<file path="src/rtl/m_stage_mem_ctrl_pkg.sv">
// Shared encodings for the M-stage memory controller: memory-op codes and FSM states.
package m_stage_mem_ctrl_pkg;

  localparam logic [3:0] MEM_OP_NONE = 4'd0;
  localparam logic [3:0] MEM_OP_LW   = 4'd1;
  localparam logic [3:0] MEM_OP_LH   = 4'd2;
  localparam logic [3:0] MEM_OP_LHU  = 4'd3;
  localparam logic [3:0] MEM_OP_LB   = 4'd4;
  localparam logic [3:0] MEM_OP_LBU  = 4'd5;
  localparam logic [3:0] MEM_OP_SW   = 4'd6;
  localparam logic [3:0] MEM_OP_SH   = 4'd7;
  localparam logic [3:0] MEM_OP_SB   = 4'd8;

  typedef enum logic [1:0] {
    IDLE = 2'd0,
    BUSY = 2'd1,
    DONE = 2'd2
  } mem_state_e;

  // True for the three store encodings; everything else that is not NONE is a load.
  function automatic logic op_is_store(input logic [3:0] op);
    return (op == MEM_OP_SW) || (op == MEM_OP_SH) || (op == MEM_OP_SB);
  endfunction

endpackage

</file>
<file path="src/rtl/m_stage_mem_ctrl_lane_align.sv">
// Combinational lane logic: byte enables, store replication, load extraction/extension
// and misalignment detection for one M-stage memory op.
module mem_lane_align
  import m_stage_mem_ctrl_pkg::*;
(
  input  logic [3:0]  op_i,
  input  logic [1:0]  addr_lo_i,
  input  logic [31:0] store_data_i,
  input  logic [31:0] cap_word_i,
  output logic [3:0]  byteen_o,
  output logic [31:0] wdata_o,
  output logic [31:0] load_data_o,
  output logic        misalign_o
);

  logic [7:0]  byte_sel;
  logic [15:0] half_sel;

  // The lane picked from the captured word depends only on the low address bits.
  assign byte_sel = cap_word_i[{addr_lo_i, 3'b000} +: 8];
  assign half_sel = addr_lo_i[1] ? cap_word_i[31:16] : cap_word_i[15:0];

  // Decode access size into enables, replicated write data and extended read data.
  always_comb begin
    byteen_o    = 4'b0000;
    wdata_o     = 32'h0;
    load_data_o = 32'h0;
    misalign_o  = 1'b0;
    case (op_i)
      MEM_OP_LW: begin
        misalign_o  = (addr_lo_i != 2'b00);
        byteen_o    = 4'b1111;
        load_data_o = cap_word_i;
      end
      MEM_OP_SW: begin
        misalign_o = (addr_lo_i != 2'b00);
        byteen_o   = 4'b1111;
        wdata_o    = store_data_i;
      end
      MEM_OP_LH: begin
        misalign_o  = addr_lo_i[0];
        byteen_o    = 4'b0011 << addr_lo_i;
        load_data_o = {{16{half_sel[15]}}, half_sel};
      end
      MEM_OP_LHU: begin
        misalign_o  = addr_lo_i[0];
        byteen_o    = 4'b0011 << addr_lo_i;
        load_data_o = {16'h0, half_sel};
      end
      MEM_OP_SH: begin
        misalign_o = addr_lo_i[0];
        byteen_o   = 4'b0011 << addr_lo_i;
        wdata_o    = {2{store_data_i[15:0]}};
      end
      MEM_OP_LB: begin
        byteen_o    = 4'b0001 << addr_lo_i;
        load_data_o = {{24{byte_sel[7]}}, byte_sel};
      end
      MEM_OP_LBU: begin
        byteen_o    = 4'b0001 << addr_lo_i;
        load_data_o = {24'h0, byte_sel};
      end
      MEM_OP_SB: begin
        byteen_o = 4'b0001 << addr_lo_i;
        wdata_o  = {4{store_data_i[7:0]}};
      end
      default: ;
    endcase
    // A misaligned op never reaches the bus and must not leak stale capture data.
    if (misalign_o) load_data_o = 32'h0;
  end

endmodule

</file>
<file path="src/rtl/m_stage_mem_ctrl.sv">
// M-stage memory access controller: issues a registered bus request for each aligned
// load/store, stalls the pipeline until the bus answers or times out, then holds the
// extended load result for one DONE cycle so MW can capture it.
module m_stage_mem_ctrl
  import m_stage_mem_ctrl_pkg::*;
#(
  parameter int TIMEOUT_CYCLES = 16,
  parameter int CNT_W          = 5
) (
  input  logic        clk,
  input  logic        reset,
  input  logic [3:0]  M_mem_op,
  input  logic [31:0] M_ALU_result,
  input  logic [31:0] M_store_data,
  input  logic        bus_ready,
  input  logic [31:0] bus_rdata,
  output logic        bus_req,
  output logic        bus_we,
  output logic [31:0] bus_addr,
  output logic [3:0]  bus_byteen,
  output logic [31:0] bus_wdata,
  output logic        mem_stall,
  output logic [31:0] M_MEM_read_data,
  output logic        mem_misalign,
  output logic        bus_err
);

  mem_state_e        state_q;
  logic [CNT_W-1:0]  cnt_q;
  logic [31:0]       cap_q;
  logic              req_q;
  logic              we_q;
  logic [31:0]       addr_q;
  logic [3:0]        byteen_q;
  logic [31:0]       wdata_q;
  logic              err_q;

  logic [3:0]        lane_byteen;
  logic [31:0]       lane_wdata;
  logic [31:0]       lane_rdata;
  logic              lane_misalign;
  logic              start_access;
  logic              timeout_hit;

  mem_lane_align u_lane (
    .op_i         (M_mem_op),
    .addr_lo_i    (M_ALU_result[1:0]),
    .store_data_i (M_store_data),
    .cap_word_i   (cap_q),
    .byteen_o     (lane_byteen),
    .wdata_o      (lane_wdata),
    .load_data_o  (lane_rdata),
    .misalign_o   (lane_misalign)
  );

  assign start_access = (M_mem_op != MEM_OP_NONE) && !lane_misalign;
  assign timeout_hit  = (cnt_q == CNT_W'(TIMEOUT_CYCLES - 1));

  // Stall is combinational: an op arriving in IDLE must freeze the pipeline that same cycle.
  always_comb begin
    mem_stall = 1'b0;
    case (state_q)
      IDLE:    mem_stall = start_access;
      BUSY:    mem_stall = 1'b1;
      default: mem_stall = 1'b0;
    endcase
  end

  // FSM with the timeout counter, capture register and all registered bus outputs.
  always_ff @(posedge clk or negedge reset) begin
    if (!reset) begin
      state_q  <= IDLE;
      cnt_q    <= '0;
      cap_q    <= 32'h0;
      req_q    <= 1'b0;
      we_q     <= 1'b0;
      addr_q   <= 32'h0;
      byteen_q <= 4'b0000;
      wdata_q  <= 32'h0;
      err_q    <= 1'b0;
    end else begin
      case (state_q)
        IDLE: begin
          cnt_q <= '0;
          if (start_access) begin
            state_q  <= BUSY;
            req_q    <= 1'b1;
            we_q     <= op_is_store(M_mem_op);
            addr_q   <= {M_ALU_result[31:2], 2'b00};
            byteen_q <= lane_byteen;
            wdata_q  <= lane_wdata;
          end
        end
        BUSY: begin
          cnt_q <= cnt_q + 1'b1;
          if (bus_ready) begin
            // A response on the timeout cycle still counts as a normal completion.
            if (!we_q) cap_q <= bus_rdata;
            req_q    <= 1'b0;
            we_q     <= 1'b0;
            byteen_q <= 4'b0000;
            state_q  <= DONE;
          end else if (timeout_hit) begin
            err_q    <= 1'b1;
            if (!we_q) cap_q <= 32'h0;
            req_q    <= 1'b0;
            we_q     <= 1'b0;
            byteen_q <= 4'b0000;
            state_q  <= DONE;
          end
        end
        DONE: begin
          cnt_q   <= '0;
          state_q <= IDLE;
        end
        default: state_q <= IDLE;
      endcase
    end
  end

  assign bus_req         = req_q;
  assign bus_we          = we_q;
  assign bus_addr        = addr_q;
  assign bus_byteen      = byteen_q;
  assign bus_wdata       = wdata_q;
  assign bus_err         = err_q;
  assign mem_misalign    = lane_misalign;
  assign M_MEM_read_data = lane_rdata;

endmodule

</file>
<file path="config.mk">
export PLATFORM = sky130hd
export DESIGN_NAME = m_stage_mem_ctrl
export DESIGN_NICKNAME = d
export VERILOG_FILES = /design/src/rtl/m_stage_mem_ctrl_pkg.sv /design/src/rtl/m_stage_mem_ctrl_lane_align.sv /design/src/rtl/m_stage_mem_ctrl.sv
export SDC_FILE = /design/constraint.sdc
export NUM_CORES = 1
export LEC_CHECK = 0
export ABC_AREA = 1
export BUFFER_PORTS_ARGS = -buffer_cell sky130_fd_sc_hd__clkbuf_2
export CAP_MARGIN = 20
export CORE_UTILIZATION = 54
export CTS_CLUSTER_DIAMETER = 120
export DETAILED_ROUTE_END_ITERATION = 8
export PLACE_DENSITY = 0.95
export SLEW_MARGIN = 20
export SYNTH_ARGS = -nofsm -noshare
export SYNTH_HDL_FRONTEND = slang
export SYNTH_HIERARCHICAL = 1
export SYNTH_SLANG_ARGS = --single-unit
</file>
<file path="constraint.sdc">
create_clock -name clk -period 2.6 [get_ports clk]
set_input_delay 0.26 -clock clk [delete_from_list [all_inputs] [get_ports clk]]
set_output_delay 0.26 -clock clk [all_outputs]
set_load 0.01 [all_outputs]
</file>
# Yosys cells after proc, flatten, opt, wreduce, memory -nomap -nowiden
# Cells that the tools add are included.
word_totals:
  register_bits: 108
  input_bits: 103
classes:
  addsub: 1
  n_eq_ne: 13
  shifts: 3
  mux: 26
  n_bitwise: 2
  reduce_logical: 19
ops:
  columns: ["op", "count"]
  rows:
  - ["$mux 32", 5]
  - ["$pmux 32 s5", 1]
  - ["$pmux 32 s3", 1]
  - ["$shiftx 32x6->8", 1]
  - ["$eq 4x3->1 const B", 4]
  - ["$mux 16", 1]
  - ["$mux 4", 3]
  - ["$pmux 4 s3", 1]
  - ["$pmux 5 s2", 1]
  - ["$reduce_and 3->1", 3]
  - ["$eq 4x2->1 const B", 2]
  - ["$pmux 1 s2", 4]
  - ["$pmux 4 s2", 1]
  - ["$reduce_bool 2->1", 4]
  - ["$mux 2", 3]
  - ["$reduce_or 3->1", 2]
  - ["$add 5x1->5 const B", 1]
  - ["$eq 5x4->1 const B", 1]
  - ["$eq 4x1->1 const B", 1]
  - ["$eq 4x4->1 const B", 1]
  - ["$mux 1", 4]
  - ["$pmux 2 s2", 1]
  - ["$reduce_and 2->1", 2]
  - ["$reduce_bool 4->1", 1]
  - ["12 further kinds", 15]

# Depth between registers and ports, before layout
logic_depth:
  ltp_word: 7
  mapped_depth: 14
  depth_no_buf: 11

# Hierarchy
# Netlist, hierarchy kept.
by_module_without_submodules:
  columns: ["mod", "n_inst", "cells_per_inst", "area_per_inst_um2"]
  rows:
  - ["m_stage_mem_ctrl", 1, 481, 4287.9]
  - ["mem_lane_align", 1, 344, 1460.2]

# Worst setup path after synthesis
# OpenSTA, ideal clock, no wires.
synth_timing:
  path_type: "input port to output port"
  from: "input port M_mem_op[1]"
  to: "output port mem_stall"
  arrival_time_ps: 1580
  required_ps: 2340
  slack_ps: 760
  stages: 11
  cell_sequence: "buf_2 > inv_2 > nand3_2 > nand2_1 > nand2_1 > nand2_4 > buf_2 > inv_1 > nand3_2 > buf_2 > nand2_1"
synth_via:
  elab_chain_cells: 6
  word_cells_on_any_way: 12
synth_lines:
  columns: ["item", "line_no", "text"]
  rows:
  - ["start: declaration", "m_stage_mem_ctrl.sv:12", "input logic [3:0] M_mem_op,"]
  - ["$eq 4x3->1 (tied with other cells)", "m_stage_mem_ctrl_lane_align.sv:29", "case (op_i)"]
  - ["$reduce_or 3->1 (no line) or $reduce_or 2->1 (tied branches)", null, null]
  - ["$pmux 1 s2 (*)", "m_stage_mem_ctrl_lane_align.sv:29", null]
  - ["via mem_misalign", "m_stage_mem_ctrl.sv:24", "output logic mem_misalign,"]
  - ["$logic_not 1->1 (*)", "m_stage_mem_ctrl.sv:56", "assign start_access = (M_mem_op != MEM_OP_NONE) && !lane_misalign;"]
  - ["$logic_and 1x1->1 (*)", "m_stage_mem_ctrl.sv:56", null]
  - ["$pmux 1 s2 (*)", "m_stage_mem_ctrl.sv:62", "case (state_q)"]
  - ["end: declaration", "m_stage_mem_ctrl.sv:22", "output logic mem_stall,"]
# The timed path passes the listed nets; every way through them passes the cells marked *.

# Worst setup path in the final report
layout_timing:
  from: "register cap_q[31]"
  to: "output port M_MEM_read_data[20]"
layout_via:
  elab_chain_cells: 3
  word_cells_on_any_way: 4
layout_lines:
  columns: ["item", "line_no", "text"]
  rows:
  - ["start: declaration", "m_stage_mem_ctrl.sv:30", "logic [31:0] cap_q;"]
  - ["start signal: assignment", "m_stage_mem_ctrl.sv:98", "if (!we_q) cap_q <= bus_rdata;"]
  - ["$shiftx 32x6->8 or $mux 16 (tied branches)", "m_stage_mem_ctrl_lane_align.sv:20, m_stage_mem_ctrl_lane_align.sv:21", null]
  - ["$pmux 32 s5 (*)", "m_stage_mem_ctrl_lane_align.sv:29", null]
  - ["$mux 32 (*)", "m_stage_mem_ctrl_lane_align.sv:70", "if (misalign_o) load_data_o = 32'h0;"]
  - ["end: declaration", "m_stage_mem_ctrl.sv:23", "output logic [31:0] M_MEM_read_data,"]
# Every way passes the cells marked *; elsewhere a longest branch is shown, timed or not.

==> impl_metrics.py <==
metrics = {
    "outcome": {
        "outcome": "finished clean",
    },
    "synth": {
        "yosysMostFrequentCell": "nand2_1",
        "async_flop_share_pct": 100,
        "synthCells": 825,
        "synth_top_area_share_pct": 47.0,
        "yosys-top-cells-area": "dfrtp_1 47%, nand2_1 25%, nor2_1 4.5%",
        "synth_fa_ha_area_share_pct": 0.435,
        "ys.flop_type": "dfrtp_1",
        "yosysWarningCount": 6,
        "synth_compound_area_share_pct": 8.71,
        "avgSynthCellArea_um2": 6.97,
        "synth_commonest_cells": "387 x nand2_1, 108 x dfrtp_1, 69 x nor2_1",
        "synth-simple-area-share_pct": 33.5,
        "synthXorXnorAreaFrac_pct": 0,
        "synth_top_family_by_area": "simple AND/OR/NAND/NOR gates",
        "synth_seq_cells": 108,
        "synth_edf_count": 0,
        "synth_seq_area_share_pct": 47.0,
        "yosysTopAreaCell": "dfrtp_1",
        "synth_mux_area_share_pct": 0,
        "netlist_area_mm2": 0.00575,
        "synth.distinct_cells": 23,
    },
    "floorplan": {
        "pin_count": 208,
        "die_h_um": 105,
        "die-area_mm2": 0.0111,
        "initial_core_util_pct": 55.7,
        "rows": 37,
        "dieWidth_um": 105,
        "core-area_mm2": 0.0103,
    },
    "drt": {
        "wl_met3_um": 1470,
        "routed.top_layer": "met4",
        "drt_wl_total_um": 16500,
        "ant_nets": 0,
        "firstDrtPassIters": 5,
        "dr_total_vias": 6010,
        "met1_length_um": 6420,
        "wire_per_inst_um": 14.3,
        "drt_iter0_drc": 557,
        "route.detailed.drc": 0,
        "dr_wl_met2_um": 7990,
        "via_per_inst": 5.21,
    },
    "timing": {
        "drv_slew": 0,
        "worst_pin_slew_ps": 884,
        "period_needed_ps": 2270,
        "finalWorstSetupSlack_ps": 330,
        "tns_ps": 0,
        "setup_viol": 0,
        "rsz0062_at_grt": "false",
        "fin_crit_sh_pct": 87.3,
        "max_freq_ghz": 0.440,
        "finClkSkew_ps": 14.8,
        "slew_headroom_pct": 41.0,
        "hold_violations": 0,
        "fin_hold_ws_ps": 72.0,
    },
    "global_route": {
        "grt_pass1_vias": 5570,
        "grt.total_usage_pct": 30.4,
        "grt_pass1_wl_um": 26400,
        "overflow": 0,
        "grt_max_degree": 68,
        "antenna_found_initial": 1,
    },
    "layout": {
        "fillers": 905,
        "instances_no_fill": 1154,
        "utilization_pct": 67.6,
        "multi_input_area_mm2": 0.00246,
        "final_nets": 1117,
        "final_layout_size_suffix_gt1_share_pct": 26.0,
        "areaGrowthSynthToFinish_pct": 21.4,
        "ff_latch_area_mm2": 0.00270,
        "final_area_mm2": 0.00698,
    },
    "clocking": {
        "clk_path_buf_depth": 2,
        "htree_num_levels": 3,
        "root_buffer": "clkbuf_8",
        "post_cts_buffers": 0,
        "cts-buffers-inserted": 9,
        "clk_latency_ps": 370,
        "clkTransAtPathRegs_ps": 110,
        "tritoncts": "yes",
        "clock_sinks": 108,
    },
    "pwr": {
        "p_leak_nw": 4.18,
        "finalPower_mw": 6.16,
        "vdd_drop_max_v": 0.000432,
        "powerDensity_mw_per_mm2": 883,
    },
    "placement": {
        "pre_cts_slack_ps": 346,
        "placed_area_mm2": 0.00676,
        "hpwl_um": 12100,
        "place_inst": 1136,
        "io_buffer_count": 205,
        "place_congestion": 0.925,
    },
    "critical_path": {
        "critPathLaunchType": "flop",
        "crit_fanout": 16,
        "endpoint_kind": "primary output",
        "arrival_ps": 2010,
        "required_ps": 2340,
        "path_class": "flop to primary output",
    },
    "job": {
        "cap_violations": 0,
    },
    "hold_path": {
        "hp-class": "primary input to flop",
    },
}
## placed cells by master (no fill, tap or decap), drive strengths merged, types with 2 or more instances in the layout
| master | count |
|---|---|
| o22ai | 9 |
| clkinv | 4 |
| buf | 11 |
| nand3 | 29 |
| inv | 86 |
| ha | 2 |
| conb | 2 |
| a21oi | 21 |
| o21ai | 66 |
| nor2 | 71 |
| clkbuf | 214 |
| dfrtp | 108 |
| nand2 | 390 |
## routing by layer
metal / vias up / track usage, %
met5: - / 0
met4: 0 / 14.5
met3: 48 / 6.30
met2: 322 / 50.9
met1: 2746 / 37.7
li1: 2894 / -
## critical path: stages, from the launching register on
cell and delay (ps):
dfrtp_1 390, inv_1 50, nand2_1 80, nand2_1 60, nor2_1 130, nand2_1 400
nand3_1 260, nand2_1 70, inv_1 60, clkbuf_2 130
## report_power, final
group          leakage (nW)  switching (mW)  internal, mW
Clock                 0.104           0.641         0.404
Sequential             1.41           0.411          2.31
Combinational          2.67            1.56         0.833
## repair_timing
item,4_1_cts,5_1_grt
endpoints found under the hold margin,50,0
gates resized for setup,0,0
hold buffers,1,0
## registers in the layout, summed over array words and instances (netlist names)
name,flops
bus_err,1
bus_wdata,32
bus_addr,30
cap_q,32
state_q,2
bus_byteen,4
cnt_q,5
bus_we,1
bus_req,1
## final timing paths
check / from / cells after the start / slack (ps) / end
max in group asynchronous: reset / 3 / 1370 / bus_wdata[9]
hold reg to reg: bus_err / 1 / 480 / bus_err
hold / removal: M_ALU_result[5] / 3 / 70 / bus_addr[5]
setup reg to reg: cnt_q[0] / 8 / 580 / cap_q[9]
min in group asynchronous: reset / 2 / 450 / cap_q[28]
setup / recovery: cap_q[31] / 9 / 330 / M_MEM_read_data[20]
## final cells by class
type | count | area share (%)
clock inverters | 6 | 0.932
clock buffers | 10 | 1.97
diodes | 1 | 0.0359
inverters | 84 | 4.54
well taps | 136 | 2.44
repair buffers | 216 | 16.1
multi-input cells | 593 | 35.2
flip-flops and latches | 108 | 38.7
## logic make-up after synthesis
kind of cell / Yosys count
adders and majority gates: 2
AOI/OAI and AO/OA: 97
other: 1
buffers and inverters: 125
DFF: 108
and+or+nand+nor: 492
Power figures use the tool's default switching activity.
